--- config.mk ---
export PLATFORM = sky130hd
export DESIGN_NAME = multiword_add_seq
export DESIGN_NICKNAME = d
export VERILOG_FILES = /design/src/rtl/multiword_add_pkg.sv /design/src/rtl/adder8bit.sv /design/src/rtl/multiword_add_seq.sv
export SDC_FILE = /design/constraint.sdc
export NUM_CORES = 1
export LEC_CHECK = 0
export CAP_MARGIN = 0
export CELL_PAD_IN_SITES_DETAIL_PLACEMENT = 1
export CELL_PAD_IN_SITES_GLOBAL_PLACEMENT = 2
export CORE_AREA = 4 4 132 134
export CTS_BUF_LIST = sky130_fd_sc_hd__clkbuf_16
export DETAILED_ROUTE_END_ITERATION = 8
export DIE_AREA = 0 0 136 138
export PLACE_DENSITY_LB_ADDON = 0.1
export SYNTH_ARGS = -nofsm -noshare
export SYNTH_HDL_FRONTEND = slang
export SYNTH_SLANG_ARGS = --single-unit
export TNS_END_PERCENT = 10
--- constraint.sdc ---
create_clock -name clk -period 4.75 [get_ports clk]
set_input_delay 1.1875 -clock clk [delete_from_list [all_inputs] [get_ports clk]]
set_output_delay 1.1875 -clock clk [all_outputs]
set_load 0.05 [all_outputs]
--- src/rtl/multiword_add_pkg.sv ---
// Shared types and default sizing for the sequential multiword adder.
package multiword_add_pkg;

  typedef enum logic [1:0] {
    IDLE = 2'd0,
    RUN  = 2'd1,
    DONE = 2'd2
  } state_t;

  localparam int DEF_N = 8;
  localparam int DEF_W = 4;

endpackage

--- src/rtl/adder8bit.sv ---
// Combinational N-bit ripple-carry adder, one slice of the multiword adder.
module adder8bit #(
  parameter int N = 8
) (
  input  logic [N-1:0] a,
  input  logic [N-1:0] b,
  input  logic         cin,
  output logic [N-1:0] sum,
  output logic         cout
);

  logic c;

  always_comb begin
    c   = cin;
    sum = '0;
    for (int i = 0; i < N; i++) begin
      sum[i] = a[i] ^ b[i] ^ c;
      c      = (a[i] & b[i]) | (c & (a[i] ^ b[i]));
    end
    cout = c;
  end

endmodule

--- src/rtl/multiword_add_seq.sv ---
// Sequential N*W-bit adder that reuses one N-bit adder slice per cycle.
// Optional feature: define SUBTRACT_EN to add the 'sub' input (a-b mode).
import multiword_add_pkg::*;

module multiword_add_seq #(
  parameter int N = DEF_N,
  parameter int W = DEF_W
) (
  input  logic           clk,
  input  logic           rst,
  input  logic           start,
  input  logic [N*W-1:0] a,
  input  logic [N*W-1:0] b,
`ifdef SUBTRACT_EN
  input  logic           sub,
`endif
  input  logic           cin,
  output logic           busy,
  output logic           done,
  output logic [N*W-1:0] sum,
  output logic           cout
);

  localparam int IW = (W > 1) ? $clog2(W) : 1;
  localparam logic [IW-1:0] LAST = IW'(W - 1);

  state_t state, state_next;

  logic [N*W-1:0] a_q, b_q;
  logic [IW-1:0]  idx;
  logic           carry;
  logic [N-1:0]   a_slice, b_slice, b_in, slice_sum;
  logic           slice_cout;

  assign a_slice = a_q[int'(idx)*N +: N];
  assign b_slice = b_q[int'(idx)*N +: N];

`ifdef SUBTRACT_EN
  logic sub_q;
  // Subtraction inverts b; the +1 comes from the forced slice-0 carry.
  assign b_in = sub_q ? ~b_slice : b_slice;
`else
  assign b_in = b_slice;
`endif

  adder8bit #(.N(N)) u_slice (
    .a    (a_slice),
    .b    (b_in),
    .cin  (carry),
    .sum  (slice_sum),
    .cout (slice_cout)
  );

  always_ff @(posedge clk) begin
    if (rst) state <= IDLE;
    else     state <= state_next;
  end

  always_comb begin
    state_next = state;
    case (state)
      IDLE:    if (start) state_next = RUN;
      RUN:     if (idx == LAST) state_next = DONE;
      DONE:    state_next = IDLE;
      default: state_next = IDLE;
    endcase
  end

  always_comb begin
    busy = (state != IDLE);
    done = (state == DONE);
  end

  // Operands are captured once; only the registered copies feed the slice adder.
  always_ff @(posedge clk) begin
    if (rst) begin
      a_q   <= '0;
      b_q   <= '0;
      idx   <= '0;
      carry <= 1'b0;
      sum   <= '0;
      cout  <= 1'b0;
`ifdef SUBTRACT_EN
      sub_q <= 1'b0;
`endif
    end else begin
      case (state)
        IDLE: begin
          if (start) begin
            a_q <= a;
            b_q <= b;
            idx <= '0;
            sum <= '0;
`ifdef SUBTRACT_EN
            sub_q <= sub;
            carry <= sub ? 1'b1 : cin;
`else
            carry <= cin;
`endif
          end
        end
        RUN: begin
          sum[int'(idx)*N +: N] <= slice_sum;
          carry <= slice_cout;
          idx   <= idx + 1'b1;
          if (idx == LAST) cout <= slice_cout;
        end
        default: ;
      endcase
    end
  end

endmodule
# Word-level counts from Yosys, hierarchy flattened
# Cells that the tools add are included.
[totals]
regBits = 102
inputBits = 68
output_inout_bits = 35
elab_cells = 75
[op_classes]
addsub = 2
n_eq_ne = 5
shifts = 4
mux = 10
bitwise = 40
reduce_logical = 7
[op_table]
columns = ["op", "n"]
rows = [
  ["$pmux W32 S2", 1],
  ["$shiftx A32 B6 Y8", 2],
  ["$neg A5 Y33", 1],
  ["$shift A8 B33 Y32 const A", 1],
  ["$shiftx A8 B33 Y32", 1],
  ["$bwmux W32", 1],
  ["$mux W32", 1],
  ["$and A1 B1 Y1", 16],
  ["$xor A1 B1 Y1", 16],
  ["$or A1 B1 Y1", 8],
  ["$pmux W2 S2", 2],
  ["$reduce_and A2 Y1", 4],
  ["$mux W2", 3],
  ["$eq A2 B2 Y1 const B", 2],
  ["$ne A2 B2 Y1 const B", 2],
  ["$reduce_bool A2 Y1", 2],
  ["$add A2 B1 Y2 const B", 1],
  ["$eq A2 B1 Y1 const B", 1],
  ["$logic_not A2 Y1", 1],
  ["$pmux W1 S2", 1],
  ["$mux W1", 1],
]

# Logic depth before layout (Yosys ltp)
# Gate-level depths: netlist (run 1).
[logic_depth]
depth_word = 20
mapped_depth = 17
mapped_depth_nobuf = 15

# By module
# A second synthesis (run 1) with hierarchy kept.
[hier_totals]
cells_unflattened = 434
area_unflattened_um2 = 4156.5
[by_module_without_submodules]
columns = ["mod", "instances", "cells_per_inst", "area_each_um2", "seq_area_each_um2"]
rows = [
  ["multiword_add_seq", 1, 416, 3958.8, 2042.0],
  ["adder8bit", 1, 18, 197.7, 0.0],
]

# Worst setup path after synthesis (run 1)
# No wires, ideal clock.
[synth_path]
path_kind = "register to register"
startpoint = "reg idx[1]"
endpoint = "reg sum[23]"
setup_ps = 117
arrival_time_ps = 4419
required_ps = 4633
path_slack_ps = 214
path_stages_with_launch = 18
path_buffers = 2
period_less_slack_ps = 4536
cell_sequence = "dfxtp_1 -> clkbuf_1 -> buf_2 -> mux4_2 -> inv_1 -> fa_1 -> fa_1 -> fa_1 -> fa_1 -> fa_1 -> inv_1 -> fa_1 -> inv_1 -> fa_1 -> inv_1 -> fa_1 -> nor2b_1 -> a22o_1"
[synth_between]
elab_chain_cells = 20
word_cells_on_any_way = 44
classes_between = "add/sub (1); shift (4); mux (2); bitwise (37)"
[synth_rtl]
columns = ["element", "line_no", "source"]
rows = [
  ["from (decl)", "multiword_add_seq.sv:30", "logic [IW-1:0] idx;"],
  ["from (signal assigned)", "multiword_add_seq.sv:105", "idx <= idx + 1'b1;"],
  ["$shiftx A32 B6 Y8, on equally long branches", "multiword_add_seq.sv:35, multiword_add_seq.sv:36", ""],
  ["$xor A1 B1 Y1", "adder8bit.sv:18, adder8bit.sv:19", ""],
  ["$and A1 B1 Y1", "adder8bit.sv:19", "c = (a[i] & b[i]) | (c & (a[i] ^ b[i]));"],
  ["$or A1 B1 Y1", "adder8bit.sv:19", ""],
  ["$and A1 B1 Y1", "adder8bit.sv:19", ""],
  ["$or A1 B1 Y1", "adder8bit.sv:19", ""],
  ["$and A1 B1 Y1", "adder8bit.sv:19", ""],
  ["$or A1 B1 Y1", "adder8bit.sv:19", ""],
  ["(+4 left out)", "-", ""],
  ["$and A1 B1 Y1", "adder8bit.sv:19", ""],
  ["$or A1 B1 Y1", "adder8bit.sv:19", ""],
  ["$and A1 B1 Y1", "adder8bit.sv:19", ""],
  ["$or A1 B1 Y1", "adder8bit.sv:19", ""],
  ["$xor A1 B1 Y1", "adder8bit.sv:18", "sum[i] = a[i] ^ b[i] ^ c;"],
  ["$shiftx A8 B33 Y32", "multiword_add_seq.sv:103", "sum[int'(idx)*N +: N] <= slice_sum;"],
  ["$bwmux W32 *", "multiword_add_seq.sv:103", ""],
  ["$pmux W32 S2 *", "multiword_add_seq.sv:87", "case (state)"],
  ["to (signal, indexed assignment)", "multiword_add_seq.sv:103", ""],
  ["to (decl)", "multiword_add_seq.sv:20", "output logic [N*W-1:0] sum,"],
]
# Every way passes the cells marked *; elsewhere a longest branch is shown, timed or not.
# A chain may end at the register's enable or synchronous reset.

# Final worst setup path (run 1)
[layout_path]
startpoint = "reg idx[0]"
endpoint = "reg sum[7]"
# The elaborated chain is that of the path after synthesis.

==> results.md, run 1 <==
* CP Max Fanout at 5
* Worst setup EP type: flip-flop
* Seq cells post-synth at 102
* Post-synthesis xor/xnor area fraction at 0
* # setup viols final at 0
* Post-Syn Instances at 447
* RSZ-0062 raised after global routing: false
* H-tree depth at 3
* Most frequent cells in the layout: nand2_1 (132), dfxtp_1 (101), clkdlybuf4s50_1 (101)
* Post-synth top flop: dfxtp_1
* Clock sinks at roughly 100
* Largest family of logic cells by synthesized area: compound AO/OA/AOI/OAI gates
* Hold crit path type: flip-flop to flip-flop
* DRC at 0
* DR vias/cell at about 4.5
* Footprint of the multi-input gates at roughly 2000 sq um
* Avg Inst Size Synth at just under 10 sq um
* Hold_buf cts at 0
* CTS max path bufs at 2
* Number of antenna diodes at 0
* Synthesized cell area at approximately 4300 sq um
* Max-Cap Viols at 0
* Placed cell area at roughly 5500 sq um
* Routed length per instance at between 15 and 20 um
* Crit path time final at about 4.4 ns
* Initial Util at 0.267
* CP Class: flip-flop to flip-flop
* Top-area cell type share of the netlist area at 0.470
* Via count of the first global-routing pass at between 3,000 and 4,000
* P per Cell Area at around 330 nW/um^2
* Leak Pwr at 2.07 nW
* Async SR Flop Fraction at 0
* Remaining antenna violation count at 0
* Largest net degree at the start of global routing at 65
* I/O pin total at between 100 and 150
* Final Skew at a little under 0.009 ns
* Most common cell after layout, fill and taps aside: nand2_1
* Overall die area at between 15,000 and 20,000 sq um
* Ys Warns at 0
* Worst slew pin tran at approximately 1 ns
* Post-Synth Adder-Cell Area at 0.0483
* Reg area at between 2000 and 2500 sq um
* Seq/Total Area, Yosys at 0.470
* Post-DP HPWL at about 9400 um
* Layout overhead on the synthesized area at 33.0%
* DR vias at 3,415
* Peak VDD IR at approximately 0.00017 V
* Final hold violation count at 0
* Critical path arrival at 4.64 ns
* Mux contribution to synthesized area at 0.101
* Pins Over Slew Limit at 0
* # resized after CTS at 0
* Worst hold stages at 2
* Slew headroom at 0.333
* Worst-path clk slew at around 0.070 ns
* Synth Area in Compound Gates at 0.156
* Die Wd at ~140 um
* Post-synth EDFFs at 0
* R2R Setup Slk at 0.36 ns
* Final Cell Area at 5780 sq um
* DRT iter0 DRCs at roughly 180
* Kind of start point of the critical path: flip-flop
* Final nets at ~620
* F_max at 228 MHz
* DRT Wirelength at between 10,000 and 15,000 um
* 1st-pass router iterations at 4
* Port Buffers at slightly above 100
* Total power at 1.92 mW
* FF-to-FF path depth at 15
* Area contributors post-synth: dfxtp_1 (47%), nand2_1 (11%), mux4_2 (8.3%)
* Synth Area in Simple Gates at 0.155
* Core Area at 16,300 sq um
* Largest area contributor in the netlist: dfxtp_1
* Synth unique cells at 34
* Synth Net Count at around 530
* CTS tree: built
* Placer Congestion at ~0.73
* Final TNS setup at 0 ns
* Clock insertion delay at the later pin of the skew report at around 0.35 ns
* Die H at 138 um
* Fraction of layout cells with a size suffix above 1 at 0.103
* First-pass GRT wire length at about 20,000 um
* GRT Overall Usage at 0.135
* WP data required at approximately 5 ns
* Status: finished, final reports clean
* Gr ovfl total at 0
* CTS Buf Count at 9
* Postcts setup bufs at 0
* Row count at 47
* # fillers at 1,854
* Period Utilization, post-route at 0.925
* Root Buffer: clkbuf_16
* Antenna violations before repair at 0
[power breakdown]
group | switching [mW] | leakage [nW] | internal, mW | total, mW
Clock | 0.339 | 0.151 | 0.416 | 0.755
Sequential | 0.0248 | 0.833 | 0.891 | 0.916
Combinational | 0.133 | 1.09 | 0.120 | 0.252
[flip-flops by register name (all words and copies together) (netlist names)]
signal / cells
state: 2
sum: 32
idx: 2
cout: 1
b_q: 32
carry: 1
a_q: 32
[layout make-up]
class                           instances  area share
Clock buffer                            9      0.0389
Clock inverter                          7      0.0143
Timing Repair Buffer                  110       0.186
Inverter                               20      0.0130
Tap cell                              220      0.0476
Sequential cell                       102       0.353
Multi-Input combinational cell        296       0.347
[path summary, 6_finish.rpt]
path                            startpoint  endpoint
worst max-delay path                idx[0]    sum[7]
worst min-delay path               a_q[12]   a_q[12]
worst max register to register      idx[0]    sum[7]
worst min register to register     a_q[12]   a_q[12]
[logic make-up after synthesis]
family / count (synthesis)
mux: 23
simple gates: 157
buf+inv: 49
flops: 102
compound gates: 104
fa+ha+maj: 12
[worst max-delay path: stages, from the launching register on]
cell and delay, ns:
dfxtp_2 0.36, mux4_2 0.33, inv_1 0.05, fa_1 0.40, fa_1 0.42, fa_1 0.40, fa_1 0.39, fa_1 0.37
inv_1 0.08, fa_1 0.16, inv_1 0.05, fa_1 0.36, inv_1 0.08, fa_1 0.39, nor2b_1 0.18, a22o_1 0.26
[Yosys cell counts (all sizes together), types with 2 or more instances]
library cell	instances
a22o	32
dfxtp	102
mux2	4
clkbuf	5
buf	24
nor2b	2
nand3	2
mux2i	3
mux4	16
nor3	2
nand2	132
a21oi	70
nor2	10
inv	20
nand2b	2
ha	4
fa	8
[metrics by stage]
| stage | setup slack, ns | util | cells | hold slack (ns) |
|---|---|---|---|---|
| after floorplan | 0.214 | - | 447 | 0.433 |
| after global placement | 0.462 | 0.336 | 748 | 0.441 |
| after detailed placement | 0.349 | 0.336 | 748 | 0.447 |
| after CTS | 0.324 | 0.355 | 764 | 0.457 |
| after global routing | 0.148 | 0.355 | 764 | 0.478 |
| final | 0.357 | 0.355 | 764 | 0.454 |
[per-layer routing]
metal  part of all wire  GRT usage  up-vias  wire (um)
li1                   -          -     1710          -
met2               0.46      0.211       59       5630
met1               0.49      0.186     1637       6020
met4              0.011     0.0398        0        133
met3              0.039     0.0342        9        472
met5                  0          0        -          0
No activity file was read; power rests on OpenSTA's default activity.
==> inputs of run 2 (changes only) <==
--- a/config.mk
+++ b/config.mk
@@ -8,11 +8,12 @@
 export CAP_MARGIN = 0
 export CELL_PAD_IN_SITES_DETAIL_PLACEMENT = 1
 export CELL_PAD_IN_SITES_GLOBAL_PLACEMENT = 2
-export CORE_AREA = 4 4 132 134
+export CORE_AREA = 4 4 130 132
 export CTS_BUF_LIST = sky130_fd_sc_hd__clkbuf_16
 export DETAILED_ROUTE_END_ITERATION = 8
-export DIE_AREA = 0 0 136 138
-export PLACE_DENSITY_LB_ADDON = 0.1
+export DIE_AREA = 0 0 134 136
+export DONT_BUFFER_PORTS = 1
+export PLACE_DENSITY = 0.69
 export SYNTH_ARGS = -nofsm -noshare
 export SYNTH_HDL_FRONTEND = slang
 export SYNTH_SLANG_ARGS = --single-unit
==> constraint.sdc (replaced) <==
create_clock -name clk -period 3.61 [get_ports clk]
set_input_delay 0.9025 -clock clk [delete_from_list [all_inputs] [get_ports clk]]
set_output_delay 0.9025 -clock clk [all_outputs]
set_load 0.05 [all_outputs]
==> run 2 against run 1 <==
  * The flow now finishes with violations (negative setup slack)
  * Worst hold slack lost 0.0057 ns
  * Non-clock buffer count shrank 100
  * Critical path type unchanged
  * Via count shrank 9.5%
  * Die area shrank 2.9%
  * Sequential cell count is the same
  * Critical endpoint unchanged
  * First-iteration DRC count shrank 22%
==> results.md, run 2 (synthesized netlist as in run 1, its figures left out) <==
* Slew headroom at 0.544 (+0.211)
* Die Wd at 134 um (-1.5%)
* H-tree depth at 3 (unchanged)
* Core Area at 15,700 sq um (-3.5%)
* Met3 wire length at 930 um (+97%)
* Worst slew pin tran at 0.683 ns (-0.317 ns)
* Wl on met1 at 5380 um (-11%)
* RSZ-0062 raised after global routing: true
* Violations in the final reports: negative setup slack
* # setup viols final at 10 (+10)
* Final Skew at 0.00623 ns (-0.00251 ns)
* Layout overhead on the synthesized area at 10.3%
* I/O pin total at 103 (unchanged)
* CP Class: flip-flop to flip-flop
* Pins Over Slew Limit at 0 (unchanged)
* Remaining antenna violation count at 0 (unchanged)
* Kind of start point of the critical path: flip-flop
* Post-DP HPWL at 8470 um (-9.9%)
* DR vias at 3,090 (-9.5%)
* Hold_buf cts at 0 (unchanged)
* Period Utilization, post-route at 1.12 (+0.197)
* Most common cell after layout, fill and taps aside: nand2_1
* Antenna violations before repair at 0 (unchanged)
* Via count of the first global-routing pass at 3,264 (-12%)
* Initial Util at 0.277 (+0.00980)
* Fraction of layout cells with a size suffix above 1 at 0.158 (+0.0551)
* Top flop regs: a_q x32, b_q x32, sum x32
* Peak VDD IR at 0.000237 V (+43%)
* Root Buffer: clkbuf_16
* CTS max path bufs at 2 (unchanged)
* Slowest-stage cell, CP: fa_2
* P_int at 1.80 mW (+26%)
* Overall die area at 18,200 sq um (-2.9%)
* DR top layer: met4
* # fillers at 1,807 (-2.5%)
* P per Cell Area at 502 nW/um^2 (+51%)
* Worst path most repeated cell: fa_2
* DRT iter0 DRCs at 136 (-22%)
* Clock insertion delay at the later pin of the skew report at 0.35 ns (about the same)
* Largest net degree at the start of global routing at 83 (+28%)
* Crit path setup slack, layout at -0.439 ns (-0.796 ns)
* CP Cell Sequence: mux4_2 > inv_2 > fa_2 > fa_2 > fa_2 > fa_2 > fa_2 > inv_2 > fa_2 > inv_2 > fa_2 > inv_2 > fa_1 > nor2b_4 > a22o_1
* Number of antenna diodes at 0 (unchanged)
* Hold crit path type: flip-flop to flip-flop
* CTS tree: built
* Worst-path clk slew at 0.07 ns (about the same)
* Net Sw Frac at 0.252 (-0.00632)
* Status: complete, but fails checks
* Leak Pwr at 1.69 nW (-18%)
* CTS Buf Count at 9 (unchanged)
* Most frequent cells in the layout: nand2_1 (132), dfxtp_1 (100), a21oi_1 (66)
* Die H at 136 um (-1.4%)
* Final nets at 519 (-16%)
* WP data required at 3.85 ns (-1.14 ns)
* DRT Wirelength at 11,500 um (-6.1%)
* Critical path arrival at 4.29 ns (-0.35 ns)
* WHS at 0.449 ns (-0.00566 ns)
* Max-Cap Viols at 0 (unchanged)
* Worst setup EP type: flip-flop
* Clk network pwr share at 0.398 (+0.006)
* Clock sinks at 102 (unchanged)
* Final hold violation count at 0 (unchanged)
* Dpl cells at 644 (-14%)
* Crit-path max cell delay at 0.40 ns (-0.02 ns)
* Gr ovfl total at 0 (unchanged)
* Met2 WL at 5100 um (-9.3%)
* First-pass GRT wire length at 18,200 um (-8.9%)
* Crit path time final at 4.05 ns (-0.344 ns)
* DRC at 0 (unchanged)
* F_max at 247 MHz (+8.5%)
* Final TNS setup at -2.32 ns (-2.32 ns)
* Placer Congestion at 0.770 (+4.8%)
* Routed length per instance at 17.5 um (+8.9%)
* Switching pwr at 606 uW (+22%)
* Comb pwr share at 0.096 (-0.035)
* Post-layout util at 0.305 (-0.0497)
* 1st-pass router iterations at 4 (unchanged)
* CP Max Fanout at 4 (-1)
* GRT Overall Usage at 0.129 (-0.00613)
* DR vias/cell at 4.69 (+4.9%)
* Port Buffers at 0 (-100%)
* Fin cells at 659 (-14%)
* Sequential Power Share at 0.505 (+0.029)
* Row count at 46 (-2.1%)
[run 2: changes by cell type in the layout (fill, tap and decap cells not counted), sizes merged]
cell | before | now
clkinvlp | 0 | 1
clkdlybuf4s50 | 101 | 0
buf | 9 | 10
clkinv | 4 | 2
[run 2: worst paths after layout]
kind | startpoint | endpoint | slack, ns | depth (start not counted)
setup / recovery | idx[0] | sum[7] | -0.44 | 15
setup reg to reg | idx[0] | sum[7] | -0.44 | 15
hold reg to reg | a_q[0] | a_q[0] | 0.45 | 2
hold / removal | a_q[0] | a_q[0] | 0.45 | 2
[run 2: worst max-delay path: cells and delay by family (launching register included)]
family	cells	cell delay, ns
simple gates	1	0.15
compound gates	1	0.19
fa+ha+maj	8	2.71
flops	1	0.36
mux	1	0.34
buf+inv	4	0.20
[run 2: area by class of cell]
class	instances	area (sq um)	share of cell area
clock buffer	9	225	0.0469
clock inverter	6	63.8	0.0133
inverter	20	75.1	0.0156
multi-input combinational	296	2040	0.426
sequential	102	2050	0.427
timing repair buffer	10	75.1	0.0156
tap	216	270	0.0563
[run 2: layer usage]
layer  track usage  vias to the layer above
li1              -                     1499
met1         0.170                     1502
met2         0.195                       81
met3        0.0611                        8
met4        0.0274                        0
met5             0                        -
[run 2: power by group through the flow]
stage	combinational [mW]	clock, mW	sequential (mW)
after global placement	0.229	0	1.24
after global routing	0.263	1.04	1.22
after CTS	0.237	0.993	1.22
final	0.232	0.960	1.22
after detailed placement	0.233	0	1.24
after floorplan	0.215	0	1.23
[run 2: metrics by stage]
step | area, sq um | setup WS, ns | power [mW]
final | 4800 | -0.439 | 2.41
after global placement | 4480 | -0.466 | 1.47
after detailed placement | 4480 | -0.525 | 1.48
after global routing | 4800 | -0.567 | 2.53
after CTS | 4790 | -0.462 | 2.45
after floorplan | 4400 | -0.513 | 1.44
[run 2: what timing repair did]
action / in CTS / in global routing
endpoints found under the setup margin: 10 / 14
gates cloned: 0 / 0
hold endpoints to repair: 0 / 0
gates resized for setup: 10 / 2
pin swaps: 2 / 0
buffers inserted: 0 / 0
